===== config.mk =====
export PLATFORM = sky130hd
export DESIGN_NAME = req_ack_arb_flat
export DESIGN_NICKNAME = d
export VERILOG_FILES = /design/src/rtl/req_ack_arb_if.sv /design/src/rtl/req_ack_arb.sv /design/src/flat_wrapper.sv
export SDC_FILE = /design/constraint.sdc
export NUM_CORES = 1
export LEC_CHECK = 0
export BUFFER_PORTS_ARGS = -buffer_cell sky130_fd_sc_hd__buf_2
export CORE_MARGIN = 5
export CORE_UTILIZATION = 37
export CTS_BUF_LIST = sky130_fd_sc_hd__clkbuf_2 sky130_fd_sc_hd__clkbuf_4 sky130_fd_sc_hd__clkbuf_8
export CTS_CLUSTER_SIZE = 28
export DETAILED_ROUTE_END_ITERATION = 8
export HOLD_SLACK_MARGIN = 0.06
export PLACE_DENSITY = 0.89
export RECOVER_POWER = 25
export SYNTH_ARGS = -nofsm -noshare
export SYNTH_HDL_FRONTEND = slang
export SYNTH_HIERARCHICAL = 1
export SYNTH_SLANG_ARGS = --single-unit

===== constraint.sdc =====
create_clock -name clk -period 4.65 [get_ports clk]
set_clock_uncertainty 0.2 [all_clocks]
set_input_delay 0.6975 -clock clk [delete_from_list [all_inputs] [get_ports clk]]
set_output_delay 0.6975 -clock clk [all_outputs]
set_load 0.02 [all_outputs]

===== src/rtl/req_ack_arb_if.sv =====
// Requester/downstream bundle for req_ack_arb. The master side drives requests
// and downstream ready; the slave side is the arbiter.
interface req_ack_arb_if #(
    parameter int NUM_CH = 4,
    parameter int DATA_W = 32,
    parameter int CH_W   = (NUM_CH > 1) ? $clog2(NUM_CH) : 1
);
    logic [NUM_CH-1:0]        req;
    logic [NUM_CH*DATA_W-1:0] req_data;
    logic [NUM_CH-1:0]        ack;
    logic [NUM_CH-1:0]        ack_pulse;
    logic                     out_valid;
    logic                     out_ready;
    logic [DATA_W-1:0]        out_data;
    logic [CH_W-1:0]          out_ch;
    logic [NUM_CH-1:0]        timeout_err;
    logic                     err_clr;

    modport master (
        output req, req_data, out_ready, err_clr,
        input  ack, ack_pulse, out_valid, out_data, out_ch, timeout_err
    );
    modport slave (
        input  req, req_data, out_ready, err_clr,
        output ack, ack_pulse, out_valid, out_data, out_ch, timeout_err
    );
endinterface


===== src/rtl/req_ack_arb.sv =====
// Round-robin arbiter of NUM_CH req/ack requesters onto one valid/ready port,
// with four-phase or streaming ack and optional per-channel stall timeout.
module req_ack_arb_ch #(
    parameter int STREAM_MODE = 0,
    parameter int TIMEOUT     = 0
) (
    input  logic clk,
    input  logic rstn,
    input  logic req,
    input  logic won,
    input  logic err_clr,
    output logic elig,
    output logic ack_lvl,
    output logic timeout_err
);
    logic ack_r;
    logic unused_in;

    assign unused_in = &{1'b0, won, err_clr};

    if (STREAM_MODE == 0) begin : g_lvl
        always_ff @(posedge clk or negedge rstn) begin
            if (!rstn)     ack_r <= 1'b0;
            else if (won)  ack_r <= 1'b1;
            else if (!req) ack_r <= 1'b0;
        end
    end else begin : g_strm
        assign ack_r = 1'b0;
    end

    assign elig    = req & ~ack_r;
    assign ack_lvl = ack_r;

    if (TIMEOUT > 0) begin : g_to
        localparam int CW = $clog2(TIMEOUT + 1);
        localparam logic [CW-1:0] CMAX = CW'(TIMEOUT);
        logic [CW-1:0] cnt;
        logic          pend, hit;

        assign pend = elig & ~won;
        assign hit  = pend & (cnt == CMAX - 1'b1);

        // A saturated counter rearms on err_clr so a still-stalled channel re-flags.
        always_ff @(posedge clk or negedge rstn) begin
            if (!rstn) begin
                cnt         <= '0;
                timeout_err <= 1'b0;
            end else begin
                if (!pend)             cnt <= '0;
                else if (cnt != CMAX)  cnt <= cnt + 1'b1;
                else if (err_clr)      cnt <= '0;
                if (hit)               timeout_err <= 1'b1;
                else if (err_clr)      timeout_err <= 1'b0;
            end
        end
    end else begin : g_no_to
        assign timeout_err = 1'b0;
    end
endmodule

module req_ack_arb #(
    parameter int NUM_CH      = 4,
    parameter int DATA_W      = 32,
    parameter int STREAM_MODE = 0,
    parameter int TIMEOUT     = 0,
    parameter int CH_W        = (NUM_CH > 1) ? $clog2(NUM_CH) : 1
) (
    input logic          clk,
    input logic          rstn,
    req_ack_arb_if.slave bus
);
    logic [NUM_CH-1:0]             elig, won, ack_lvl, to_err;
    logic [NUM_CH-1:0][DATA_W-1:0] data_a;
    logic [CH_W-1:0]               rr_ptr, sel, idx;
    logic                          any_elig, xfer;

    assign data_a = bus.req_data;

    // First eligible channel at or after rr_ptr, wrapping.
    always_comb begin
        sel      = '0;
        idx      = '0;
        any_elig = 1'b0;
        for (int k = 0; k < NUM_CH; k++) begin
            idx = CH_W'((int'(rr_ptr) + k) % NUM_CH);
            if (!any_elig && elig[idx]) begin
                any_elig = 1'b1;
                sel      = idx;
            end
        end
    end

    assign xfer = any_elig & bus.out_ready;

    always_ff @(posedge clk or negedge rstn) begin
        if (!rstn)     rr_ptr <= '0;
        else if (xfer) rr_ptr <= (sel == CH_W'(NUM_CH - 1)) ? '0 : sel + 1'b1;
    end

    for (genvar i = 0; i < NUM_CH; i++) begin : g_ch
        assign won[i] = xfer & (sel == CH_W'(i));
        req_ack_arb_ch #(
            .STREAM_MODE (STREAM_MODE),
            .TIMEOUT     (TIMEOUT)
        ) u_ch (
            .clk         (clk),
            .rstn        (rstn),
            .req         (bus.req[i]),
            .won         (won[i]),
            .err_clr     (bus.err_clr),
            .elig        (elig[i]),
            .ack_lvl     (ack_lvl[i]),
            .timeout_err (to_err[i])
        );
    end

    assign bus.out_valid   = any_elig;
    assign bus.out_ch      = sel;
    assign bus.out_data    = any_elig ? data_a[sel] : '0;
    assign bus.ack_pulse   = won;
    assign bus.ack         = (STREAM_MODE != 0) ? won : ack_lvl;
    assign bus.timeout_err = to_err;
endmodule

===== src/flat_wrapper.sv =====
// flat-port wrapper written by rule: the top's interface ports become plain ports
module req_ack_arb_flat 
#(
    parameter int NUM_CH      = 4,
    parameter int DATA_W      = 32,
    parameter int STREAM_MODE = 0,
    parameter int TIMEOUT     = 0,
    parameter int CH_W        = (NUM_CH > 1) ? $clog2(NUM_CH) : 1
)
  (clk, rstn, bus_req, bus_req_data, bus_out_ready, bus_err_clr, bus_ack, bus_ack_pulse, bus_out_valid, bus_out_data, bus_out_ch, bus_timeout_err);
  req_ack_arb_if #(.NUM_CH(NUM_CH), .DATA_W(DATA_W), .CH_W(CH_W)) bus_i ();
  input logic clk;
  input logic rstn;
  input wire logic [$bits(bus_i.req)-1:0] bus_req;
  input wire logic [$bits(bus_i.req_data)-1:0] bus_req_data;
  input wire logic [$bits(bus_i.out_ready)-1:0] bus_out_ready;
  input wire logic [$bits(bus_i.err_clr)-1:0] bus_err_clr;
  output wire logic [$bits(bus_i.ack)-1:0] bus_ack;
  output wire logic [$bits(bus_i.ack_pulse)-1:0] bus_ack_pulse;
  output wire logic [$bits(bus_i.out_valid)-1:0] bus_out_valid;
  output wire logic [$bits(bus_i.out_data)-1:0] bus_out_data;
  output wire logic [$bits(bus_i.out_ch)-1:0] bus_out_ch;
  output wire logic [$bits(bus_i.timeout_err)-1:0] bus_timeout_err;
  assign bus_i.req = bus_req;
  assign bus_i.req_data = bus_req_data;
  assign bus_i.out_ready = bus_out_ready;
  assign bus_i.err_clr = bus_err_clr;
  assign bus_ack = bus_i.ack;
  assign bus_ack_pulse = bus_i.ack_pulse;
  assign bus_out_valid = bus_i.out_valid;
  assign bus_out_data = bus_i.out_data;
  assign bus_out_ch = bus_i.out_ch;
  assign bus_timeout_err = bus_i.timeout_err;
  req_ack_arb #(.NUM_CH(NUM_CH), .DATA_W(DATA_W), .STREAM_MODE(STREAM_MODE), .TIMEOUT(TIMEOUT), .CH_W(CH_W)) u_core (.clk(clk), .rstn(rstn), .bus(bus_i));
endmodule

* Word level (Yosys, flattened, before mapping)
Index checks and enable logic that the tools add are counted.
** Word-level totals
- Register bits after elaboration :: 6
- Input port bits :: 136
- Logic and storage cells :: 69
- Output and inout port bits :: 47
** Operators by class
- Magnitude comparators :: 5
- Reductions and logical operators :: 7
- Eq/ne operators :: 7
- Add/sub/neg operators :: 4
- Multiplexer cells :: 28
- Bitwise logic cells :: 13
** Operators with widths (number)
- $bmux 32 s2 :: 1
- $mux 32 :: 2
- $mux 1 :: 16
- $lt 2x3->1 const B :: 5
- $mux 2 :: 5
- $and 1x1->1 :: 9
- $bmux 1 s2 :: 4
- $ne 2x1->1 const B :: 4
- $add 2x1->2 const B :: 2
- $add 2x2->2 const B :: 2
- $eq 2x2->1 const B :: 2
- $not 1->1 :: 4
- $logic_and 1x1->1 :: 3
- $logic_not 1->1 :: 3
- $eq 2x1->1 const B :: 1
- $logic_not 2->1 :: 1

* Longest topological paths before layout
Gate-level depths: netlist of the first run.
- Depth after elaboration :: 17
- Depth in mapped cells :: 11
- Gate-level depth less buffers :: 8

* Hierarchy
The synthesis of the first run kept the hierarchy.
** Modules (own cells, without submodules)
- req_ack_arb :: area each 1303.8 um^2, cells an instance 147, times used 1, seq. area each 50.0 um^2
- req_ack_arb_ch :: area each 50.0 um^2, cells an instance 5, times used 4, seq. area each 25.0 um^2

* Worst setup path before layout of the first run
No wires, ideal clock.
- Kind :: input-to-output
- Start :: input port bus_req[0]
- End :: output port bus_ack_pulse[1]
- Stages on the path :: 9
- Data required time :: 3753 ps
- Path slack :: 1286 ps
- Data arrival time :: 2466 ps
- Cells stage by stage :: nor2b_1 nand2_1 a21oi_1 a211o_1 buf_2 clkbuf_1 inv_1 ha_1 and3_1
** Between the ends
- Longest elaborated chain between the ends :: 15
** RTL lines
- start: declaration :: RTL line flat_wrapper.sv:14 : input wire logic [$bits(bus_i.req)-1:0] bus_req;
- $and 1x1->1 (*) :: RTL line req_ack_arb.sv:31 : assign elig = req & ~ack_r;
- $bmux 1 s2 :: RTL line req_ack_arb.sv:86 : if (!any_elig && elig[idx]) begin
- $mux 1 (implied by the code) :: RTL line req_ack_arb.sv:86
- $mux 1 :: RTL line req_ack_arb.sv:86
- $logic_not 1->1 :: RTL line req_ack_arb.sv:86
- $logic_and 1x1->1 :: RTL line req_ack_arb.sv:86
- $mux 1 :: RTL line req_ack_arb.sv:86
- $logic_not 1->1 :: RTL line req_ack_arb.sv:86
- $logic_and 1x1->1 :: RTL line req_ack_arb.sv:86
- $mux 1 :: RTL line req_ack_arb.sv:86
- $logic_not 1->1 :: RTL line req_ack_arb.sv:86
- $logic_and 1x1->1 :: RTL line req_ack_arb.sv:86
- $mux 2 (*) :: RTL line req_ack_arb.sv:86
- named net bus_out_ch[0] :: RTL line flat_wrapper.sv:22 : output wire logic [$bits(bus_i.out_ch)-1:0] bus_out_ch;
- $eq 2x1->1 (*) :: RTL line req_ack_arb.sv:101 : assign won[i] = xfer & (sel == CH_W'(i));
- $and 1x1->1 (*) :: RTL line req_ack_arb.sv:101
- end: declaration :: RTL line flat_wrapper.sv:19 : output wire logic [$bits(bus_i.ack_pulse)-1:0] bus_ack_pulse;
The timed path passes the listed nets; every way through them passes the cells marked *. The select of a mux whose other input is x is not followed.

* Worst setup path in the final report of the first run
- Start :: input port bus_req[0]
- End :: output port bus_out_data[16]
** Between the ends
- Longest elaborated chain between the ends :: 16
** RTL lines
- $and 1x1->1 (*) :: RTL line req_ack_arb.sv:31
- named net u_core.elig[0] :: RTL line req_ack_arb.sv:72 : logic [NUM_CH-1:0] elig, won, ack_lvl, to_err;
- $bmux 1 s2 :: RTL line req_ack_arb.sv:86
- $mux 1 (implied by the code) :: RTL line req_ack_arb.sv:86
- $mux 1 :: RTL line req_ack_arb.sv:86
- $logic_not 1->1 :: RTL line req_ack_arb.sv:86
- $logic_and 1x1->1 :: RTL line req_ack_arb.sv:86
- $mux 1 :: RTL line req_ack_arb.sv:86
- $logic_not 1->1 :: RTL line req_ack_arb.sv:86
- $logic_and 1x1->1 :: RTL line req_ack_arb.sv:86
- $mux 1 :: RTL line req_ack_arb.sv:86
- $logic_not 1->1 :: RTL line req_ack_arb.sv:86
- $logic_and 1x1->1 :: RTL line req_ack_arb.sv:86
- $mux 2 :: RTL line req_ack_arb.sv:86
- $bmux 32 s2 :: RTL line req_ack_arb.sv:119 : assign bus.out_data = any_elig ? data_a[sel] : '0;
- $mux 32 (implied by the code) :: RTL line req_ack_arb.sv:119
- $mux 32 (*) :: RTL line req_ack_arb.sv:119
- end: declaration :: RTL line flat_wrapper.sv:21 : output wire logic [$bits(bus_i.out_data)-1:0] bus_out_data;
Marked as above.

==> results of run 1 <==
## cells in the mapped netlist (all sizes together) (2+ instances only)
library cell / count
a21o: 4
a21oi: 3
and3: 4
buf: 13
clkbuf: 8
conb: 4
dfrtp: 6
ha: 4
inv: 4
mux2i: 66
nand2: 3
nor2: 2
nor2b: 4
o21ai: 2
o22ai: 33
## sequential cells by signal, indices dropped and copies added (netlist names)
register                  cells
u_core/g_ch.u_ch/ack_lvl      4
u_core/rr_ptr                 2
## metal layers
metal  vias to the layer above  GRT usage, %  wire (um)  part of all wire, %
met5                         -             0          0                    0
met3                        17          3.83        444                  7.4
li1                        952             -          -                    -
met1                       865          20.5       2030                   34
met2                        93          38.3       3330                   56
met4                         0          8.45        155                  2.6
## through the flow
stage	cells	area (um2)	hold WS (ns)	utilization, %
final	380	2330	0.140	58.6
after global routing	380	2330	0.192	58.6
after CTS	380	2340	0.0934	58.9
after detailed placement	377	2300	0.297	57.8
after global placement	377	2300	0.282	57.8
after floorplan	167	1500	0.202	-
## worst paths after layout
check	cells past startpoint	end	from	slack, ns
max in group asynchronous	1	u_core/rr_ptr[1]$_DFFE_PN0P_	rstn	3.86
max reg2reg	7	u_core/rr_ptr[0]$_DFFE_PN0P_	u_core/g_ch[0].u_ch/ack_lvl$_DFFE_PN0P_	1.92
max	8	bus_out_data[16]	bus_req[0]	0.67
min	1	u_core/g_ch[0].u_ch/ack_lvl$_DFFE_PN0P_	rstn	0.14
min in group clk	1	u_core/g_ch[3].u_ch/ack_lvl$_DFFE_PN0P_	u_core/g_ch[3].u_ch/ack_lvl$_DFFE_PN0P_	0.31
min reg2reg	1	u_core/g_ch[3].u_ch/ack_lvl$_DFFE_PN0P_	u_core/g_ch[3].u_ch/ack_lvl$_DFFE_PN0P_	0.31
## logic make-up after synthesis
logic type	count (synthesis)	synth area share (%)
simple gates	16	6.16
mux	67	44.9
flops	6	9.98
other cells	4	0.998
fa+ha+maj	4	3.33
compound gates	45	20.3
buf+inv	25	14.3
## final cells by class
cell class | count | area share (%)
well taps | 50 | 2.69
clock buffers | 3 | 1.77
multi-input cells | 136 | 49.0
flip-flops and latches | 6 | 6.45
repair buffers | 181 | 39.4
inverters | 4 | 0.645
## where the power goes
part           internal, mW  total, mW  switching (mW)
clock network        0.0557     0.0791          0.0234
registers            0.0777      0.107          0.0289
logic                 0.594       1.52           0.922
==> reports/results.ini, run 1 <==
[sta]
rsz0062_at_grt=no
timing.fmax_ghz=0.251
post-route-period-util_pct=85.6
final-hold-violation-count=0
tns_ns=0
fin_ws_ns=0.672
slew_headroom_pct=37.9
setup_viol=0
tightest_slew_ns=0.931
slew_violations=0
fin_crit_ns=3.98

[logic_synthesis]
synthFlopType=dfrtp_1
synth_fp_nets=307
avgSynthCellArea_um2=9.01
yosysWarnings=6
synth_top_cell_by_area=mux2i_1
syn_inst=167
ys_types=28
netlist_area_um2=1500
ys_async_sr_fraction_pct=100
ys_seq_area_share_pct=9.98
synth-seq-cells=6
synth_area_leaders=mux2i_1 (44%), o22ai_1 (14%), dfrtp_1 (10%), buf_12 (6.7%), ha_1 (3.3%)
synth_edf_count=0
synth_top_area_share_pct=43.9

[critical_path]
cp.buffers_inverters=3
arrival_ns=3.08
cp-start-kind=input port
crit_chain=buf_2 -> nor2b_1 -> nand2_1 -> a21oi_1 -> a211o_1 -> clkbuf_1 -> o22ai_1 -> buf_2
timing_worst_setup_path_type=in2out
crit_required_ns=3.75
critPathCaptureType=output pin
slowest_delay_ns=0.75
slowest_stage=clkbuf_1
path_delay_family=buffers and inverters
cp_common_cell=buf_2
crit_fanout=21

[layout]
layout-drive-gt1-share_pct=55.5
layout_commonest_cell=buf_2
multi_input_area_um2=1140
num-fill-cells=358
area_delta_synth_final_pct=54.7
seqCellArea_um2=150
layout_common_cells=buf_2 (171), mux2i_1 (66), o22ai_1 (33)
fin_nets=472
n_antenna_cell=0

[detailed_routing]
ant_nets=0
drc=0
routed_wl_um=5960
wl_per_cell_um=15.7
drtPass1Iterations=4
drt_iter0_drc=55
viasPerCell=5.07
vias=1927

[cts]
cts-root-buf=clkbuf_8
post-cts-setup-buffers=0
htree_levels=1
cts.sinks=6
cts_tree=done
cts_buffers=3
clockBufferDepth=2
path_clk_slew_ns=0.04
clk_latency_ns=0.23
cts_hold_buf=0
cts-resized-gates=0

[place]
port_buffers=177
place_hpwl_um=5090
gp_congestion=0.796
dpl_worst_slack_ns=1.06

[global_routing]
grtUsageTotal_pct=19.9
grt_overflow=0
grt_pass1_vias=1952
grt_antenna_before_repair=0
grt_max_degree=37
grt_pass1_wl_um=8570

[floorplanning]
die_h_um=73.8
rows=23
initial_core_util_pct=37.9
core_area_um2=3970
dieArea_um2=5440
fp.dieW_um=73.8
ios=183

[power]
p_leak_nw=1.39
powerDensity_nw_per_um2=731
finalPower_mw=1.70
ir_drop_v=0.000357

[flow_run]
cap_violations=0

[outcome]
status=finished, final reports clean

[hold_path]
hold_path_class=in2async

(Power assumes the default switching activity.)
==> inputs of run 2 (changes only) <==
--- a/config.mk
+++ b/config.mk
@@ -6,6 +6,7 @@
 export NUM_CORES = 1
 export LEC_CHECK = 0
 export BUFFER_PORTS_ARGS = -buffer_cell sky130_fd_sc_hd__buf_2
+export CORE_ASPECT_RATIO = 0.6
 export CORE_MARGIN = 5
 export CORE_UTILIZATION = 37
 export CTS_BUF_LIST = sky130_fd_sc_hd__clkbuf_2 sky130_fd_sc_hd__clkbuf_4 sky130_fd_sc_hd__clkbuf_8
==> reports/results.ini, run 2 (synthesis gave the netlist of run 1 again) <==
[outcome]
status=finished, final reports clean

[layout]
largest_register_ffs=4  ; unchanged
num-fill-cells=348  ; -2.8%
postLayoutCoreUtil_pct=61.5  ; +2.9 points
stdcell_count=377  ; -0.79%
layout-drive-gt1-share_pct=56.1  ; +0.61 points
fin_area_um2=2330  ; about the same
layout_commonest_cell=buf_2
layout_common_cells=buf_2 (172), mux2i_1 (66), o22ai_1 (33)
n_antenna_cell=0  ; unchanged
fin_nets=472  ; unchanged
area_delta_synth_final_pct=54.8  ; about the same

[cts]
cts_tree=done
clk_latency_ns=0.22  ; about the same
post-cts-setup-buffers=0  ; unchanged
path_clk_slew_ns=0.04  ; about the same
clockBufferDepth=2  ; unchanged
cts_buffers=3  ; unchanged
cts_hold_buf=0  ; unchanged
cts.sinks=6  ; unchanged
cts-resized-gates=0  ; unchanged
cts-root-buf=clkbuf_8
htree_levels=1  ; unchanged

[sta]
slew_headroom_pct=60.6  ; +23 points
final-hold-violation-count=0  ; unchanged
fin_ws_ns=1.01  ; +0.339 ns
rsz0062_at_grt=no
post-route-period-util_pct=78.3  ; -7.3 points
tightest_slew_ns=0.590  ; -0.341 ns
tns_ns=0  ; unchanged
slew_violations=0  ; unchanged
timing.fmax_ghz=0.275  ; +9.3%
timing.hold.ws_ns=0.153  ; +0.0126 ns
fin_crit_ns=3.64  ; -0.339 ns
setup_viol=0  ; unchanged

[floorplanning]
die_h_um=59.4  ; -19%
rows=17  ; -26%
dieArea_um2=5480  ; +0.77%
fp.dieW_um=92.3  ; +25%
core_area_um2=3790  ; -4.7%
initial_core_util_pct=39.7  ; +1.9 points
ios=183  ; unchanged

[critical_path]
crit_required_ns=3.75  ; about the same
path_delay_family=compound AO/OA/AOI/OAI gates
slowest_stage=o2bb2a_4
cp-start-kind=input port
r2r_start=u_core/g_ch[0].u_ch/ack_lvl$_DFFE_PN0P_
crit_chain=buf_2 -> nor2b_1 -> o21ai_2 -> o2bb2a_4 -> buf_4 -> mux2i_1 -> o22ai_1 -> buf_2
timing.critical_path.from=bus_req[2]
critPathCaptureType=output pin
arrival_ns=2.74  ; -0.34 ns
timing_worst_setup_path_type=in2out
slowest_delay_ns=0.61  ; -0.14 ns
crit_fanout=34  ; +62%
cp_common_cell=buf_2
cp.buffers_inverters=3  ; unchanged

[global_routing]
grt_pass1_vias=2072  ; +6.1%
grt_overflow=0  ; unchanged
grt_pass1_wl_um=9430  ; +10%
grtUsageTotal_pct=21.1  ; +1.2 points
grt_max_degree=35  ; -5.4%
grt_antenna_before_repair=0  ; unchanged

[hold_path]
hold_path_class=in2async

[flow_run]
cap_violations=0  ; unchanged

[power]
comb_power_share_pct=89.0  ; about the same
ir_drop_v=0.000467  ; +31%
powerDensity_nw_per_um2=732  ; +0.15%
finalPower_mw=1.70  ; +0.20%
pwr-share-seq_pct=6.4  ; about the same
p_leak_nw=1.40  ; +0.36%
power_frac_clock_pct=4.6  ; about the same
power_switching_uw=972  ; -0.15%
swShare_pct=57.1  ; -0.20 points
power.internal_uw=732  ; +0.67%

[place]
port_buffers=177  ; unchanged
place_hpwl_um=5320  ; +4.5%
dp_cells=374  ; -0.80%
dpl_worst_slack_ns=1.04  ; -0.0140 ns
placed_cell_area_um2=2290  ; -0.16%
gp_congestion=0.823  ; +3.4%

[detailed_routing]
routed_wl_um=6180  ; +3.6%
viasPerCell=5.16  ; +1.8%
drtPass1Iterations=4  ; unchanged
wl_per_cell_um=16.4  ; +4.4%
drc=0  ; unchanged
vias=1946  ; +0.99%
ant_nets=0  ; unchanged
drt_iter0_drc=64  ; +16%

==> run 2: path summary, 6_finish.rpt <==
kind / to / slack (ns) / cells after the start
max in group asynchronous: u_core/g_ch[1].u_ch/ack_lvl$_DFFE_PN0P_ / 3.83 / 1
setup / recovery: bus_out_data[19] / 1.01 / 8
setup reg to reg: u_core/rr_ptr[1]$_DFFE_PN0P_ / 2.09 / 7
min in group clk: u_core/g_ch[2].u_ch/ack_lvl$_DFFE_PN0P_ / 0.30 / 1
hold reg to reg: u_core/g_ch[2].u_ch/ack_lvl$_DFFE_PN0P_ / 0.30 / 1
hold / removal: u_core/g_ch[2].u_ch/ack_lvl$_DFFE_PN0P_ / 0.15 / 1
==> run 2: layout make-up <==
| type | count | area, um2 | area share [%] |
|---|---|---|---|
| well taps | 47 | 58.8 | 2.53 |
| clock buffers | 3 | 41.3 | 1.77 |
| repair buffers | 181 | 922 | 39.6 |
| flip-flops and latches | 6 | 150 | 6.45 |
| inverters | 4 | 15.0 | 0.645 |
| multi-input cells | 136 | 1140 | 49.0 |
==> run 2: per-layer routing <==
layer / track usage [%] / up-vias / wire (um)
met5: 0 / - / 0
li1: - / 957 / -
met1: 23.7 / 886 / 2200
met4: 6.34 / 0 / 68
met3: 6.60 / 6 / 639
met2: 38.8 / 97 / 3270
==> run 2: worst reg2reg max path: stages, from the launching register on <==
cell	delay, ns
dfrtp_1	0.38
nor2b_1	0.41
nand2_1	0.13
a21oi_1	0.16
a211o_1	0.42
inv_1	0.16
ha_1	0.32
mux2_4	0.25
==> run 2: power by group through the flow <==
| stage | Combinational [mW] | Clock [mW] | Sequential [mW] |
|---|---|---|---|
| after floorplan | 1.20 | 0 | 0.114 |
| after global placement | 1.50 | 0 | 0.106 |
| after detailed placement | 1.52 | 0 | 0.109 |
| after CTS | 1.53 | 0.0813 | 0.108 |
| after global routing | 1.63 | 0.0834 | 0.113 |
| final | 1.52 | 0.0783 | 0.108 |
==> inputs of run 3 (changes only) <==
--- a/config.mk
+++ b/config.mk
@@ -5,15 +5,16 @@
 export SDC_FILE = /design/constraint.sdc
 export NUM_CORES = 1
 export LEC_CHECK = 0
+export ABC_AREA = 1
 export BUFFER_PORTS_ARGS = -buffer_cell sky130_fd_sc_hd__buf_2
 export CORE_ASPECT_RATIO = 0.6
 export CORE_MARGIN = 5
-export CORE_UTILIZATION = 37
+export CORE_UTILIZATION = 43
 export CTS_BUF_LIST = sky130_fd_sc_hd__clkbuf_2 sky130_fd_sc_hd__clkbuf_4 sky130_fd_sc_hd__clkbuf_8
 export CTS_CLUSTER_SIZE = 28
 export DETAILED_ROUTE_END_ITERATION = 8
 export HOLD_SLACK_MARGIN = 0.06
-export PLACE_DENSITY = 0.89
+export PLACE_DENSITY = 0.83
 export RECOVER_POWER = 25
 export SYNTH_ARGS = -nofsm -noshare
 export SYNTH_HDL_FRONTEND = slang
==> constraint.sdc (replaced) <==
create_clock -name clk -period 3.6 [get_ports clk]
set_clock_uncertainty 0.2 [all_clocks]
set_input_delay 0.54 -clock clk [delete_from_list [all_inputs] [get_ports clk]]
set_output_delay 0.54 -clock clk [all_outputs]
set_load 0.02 [all_outputs]
==> reports/results.ini, run 3 <==
[outcome]
status=finished, final reports clean

[detailed_routing]
routed_wl_um=9550  ; +55%
drtPass1Iterations=5  ; +1
vias=3684  ; +89%
drt_iter0_drc=290  ; +350%
ant_nets=0  ; unchanged
wl_per_cell_um=13.0  ; -21%
drc=0  ; unchanged
viasPerCell=5.01  ; -3.0%

[hold_path]
holdPathStages=3
hold_path_class=in2reg

[logic_synthesis]
synth-seq-cells=6  ; unchanged
synth_compound_gate_area_share_pct=7.12  ; -13 points
synthFlopType=dfrtp_1
synth_edf_count=0  ; unchanged
synth_top_area_share_pct=22.0  ; -22 points
yosys.area_share.xor_xnor_pct=0  ; unchanged
synth_top_family_by_area=simple AND/OR/NAND/NOR gates
yosysWarnings=6  ; unchanged
synth_top_cell_by_area=inv_1
yosys.area_share.simple_pct=50.7  ; +45 points
synth_fp_nets=645  ; +110%
avgSynthCellArea_um2=5.01  ; -44%
ys_seq_area_share_pct=5.93  ; -4.0 points
ys_async_sr_fraction_pct=100  ; unchanged
synthAdderAreaFrac_pct=1.98  ; -1.3 points
synth_area_leaders=inv_1 (22%), nand2_1 (16%), nand4_1 (16%), nand3_1 (14%), a21oi_1 (6.5%)
netlist_area_um2=2530  ; +68%
synthMuxAreaShare_pct=0  ; -45 points
ys_types=25  ; -11%
synth.most_common_cell=inv_1
synth_common_cells=inv_1 (148), nand2_1 (111), nand3_1 (70), nand4_1 (65), a21oi_1 (33)
syn_inst=505  ; +200%

[global_routing]
grtUsageTotal_pct=24.1  ; +3.0 points
grt_pass1_vias=3425  ; +65%
grt_overflow=0  ; unchanged
grt_pass1_wl_um=15400  ; +63%
grt_antenna_before_repair=0  ; unchanged
grt_max_degree=45  ; +29%

[floorplanning]
core_area_um2=5650  ; +49%
fp.dieW_um=109  ; +18%
die_h_um=69.4  ; +17%
dieArea_um2=7570  ; +38%
ios=183  ; unchanged
rows=21  ; +4
initial_core_util_pct=44.8  ; +5.1 points

[cts]
clk_latency_ns=0.22  ; about the same
cts_buffers=3  ; unchanged
cts-root-buf=clkbuf_8
htree_levels=1  ; unchanged
path_clk_slew_ns=0.04  ; about the same
clockBufferDepth=2  ; unchanged
cts_tree=done
post-cts-setup-buffers=0  ; unchanged
cts.sinks=6  ; unchanged

[place]
gp_congestion=0.866  ; +5.2%
port_buffers=177  ; unchanged
place_hpwl_um=7330  ; +38%

[critical_path]
crit_fanout=15  ; -56%
slowest_delay_ns=0.47  ; -0.14 ns
critPathCaptureType=output pin
cp-start-kind=register
crit_chain=inv_2 -> nand2_1 -> nand3_1 -> nand2_1 -> nor2_4 -> nand3_1 -> nand3_2 -> nand2_4 -> inv_4 -> buf_4 -> nand3_1 -> a21oi_1 -> buf_2
rr_worst_depth=14  ; +7
crit_required_ns=2.86  ; -0.89 ns
timing_worst_setup_path_type=reg2out
slowest_stage=dfrtp_2
arrival_ns=2.58  ; -0.16 ns
cp_common_cell=nand3_1

[flow_run]
cap_violations=0  ; unchanged

[sta]
tns_ns=0  ; unchanged
fin_crit_ns=3.32
timing.fmax_ghz=0.301
rsz0062_at_grt=no
setup_viol=0  ; unchanged
final-hold-violation-count=0  ; unchanged
post-route-period-util_pct=92.2
slew_violations=0  ; unchanged

[layout]
fin_nets=798  ; +69%
area_delta_synth_final_pct=34.7
layout_commonest_cell=buf_2
num-fill-cells=584  ; +68%
postLayoutCoreUtil_pct=60.3  ; -1.2 points
layout-drive-gt1-share_pct=30.9  ; -25 points
largest_register_ffs=4  ; unchanged
n_antenna_cell=0  ; unchanged
layout_common_cells=buf_2 (172), inv_1 (148), nand2_1 (110)

==> run 3: cell types whose count changed after synthesis, sizes merged, moves of 7 or more <==
cell    delta
inv      +146
a21oi     +30
buf       +28
clkbuf     -7
o22ai     -33
nand3     +73
nor2       +8
nand4     +65
mux2i     -66
nand2    +110
==> run 3: through the flow <==
stage	worst slack [ns]	instance area, um2	hold WS, ns	cells
after floorplan	0.715	2530	0.0444	505
after global placement	0.340	3360	0.171	732
after detailed placement	0.302	3360	0.174	732
after CTS	0.164	3410	0.319	736
after global routing	0.0563	3410	0.345	736
final	0.283	3410	0.324	736
==> run 3: path summary, 6_finish.rpt <==
path,start,endpoint,slack (ns)
max,u_core/rr_ptr[0]$_DFFE_PN0P_,bus_out_data[1],0.28
max in group asynchronous,rstn,u_core/rr_ptr[0]$_DFFE_PN0P_,2.34
min,bus_req[1],u_core/g_ch[1].u_ch/ack_lvl$_DFFE_PN0P_,0.32
min in group asynchronous,rstn,u_core/g_ch[0].u_ch/ack_lvl$_DFFE_PN0P_,0.57
min reg2reg,u_core/g_ch[0].u_ch/ack_lvl$_DFFE_PN0P_,u_core/g_ch[0].u_ch/ack_lvl$_DFFE_PN0P_,0.33
max reg2reg,u_core/rr_ptr[0]$_DFFE_PN0P_,u_core/g_ch[2].u_ch/ack_lvl$_DFFE_PN0P_,1.09
==> run 3: area by class of cell <==
class	instances	area (um2)	area share [%]
Clock buffer	3	41.3	1.21
Multi-Input combinational cell	305	1540	45.1
Inverter	152	573	16.8
Sequential cell	6	151	4.44
Tap cell	80	100	2.94
Timing Repair Buffer	190	1000	29.5
==> run 3: routing by layer <==
layer | GRT usage, % | wire length [um] | vias to the layer above
met5 | 0 | 0 | -
met4 | 5.88 | 82 | 0
met3 | 4.09 | 1040 | 10
met2 | 42.4 | 4490 | 208
met1 | 30.2 | 3930 | 1604
li1 | - | - | 1862
==> run 3: kinds of logic (layout without fill, tap and decap cells) <==
kind of cell / count (synthesis) / count (layout)
AOI/OAI and AO/OA: 36 / 36
other: 4 / 4
adders and majority gates: 4 / 4
and+or+nand+nor: 261 / 261
buffers and inverters: 194 / 345
DFF: 6 / 6
==> run 3: timing repair <==
action | 4_1_cts | 5_1_grt
hold endpoints to repair | 6 | 0
endpoints found under the setup margin | 0 | 24
gates resized for setup | 0 | 2
hold buffers | 1 | 0
==> run 3: critical path, delay by kind of cell, from the launching register on <==
| family | cells | cell delay (ns) |
|---|---|---|
| AND/OR/NAND/NOR | 8 | 0.92 |
| buffers and inverters | 4 | 0.79 |
| AO/OA/AOI/OAI | 1 | 0.15 |
| flip-flops | 1 | 0.47 |
Power of run 3 is not shown: default switching activity piles up to over one toggle a cycle in this logic, so the estimate is an artifact.
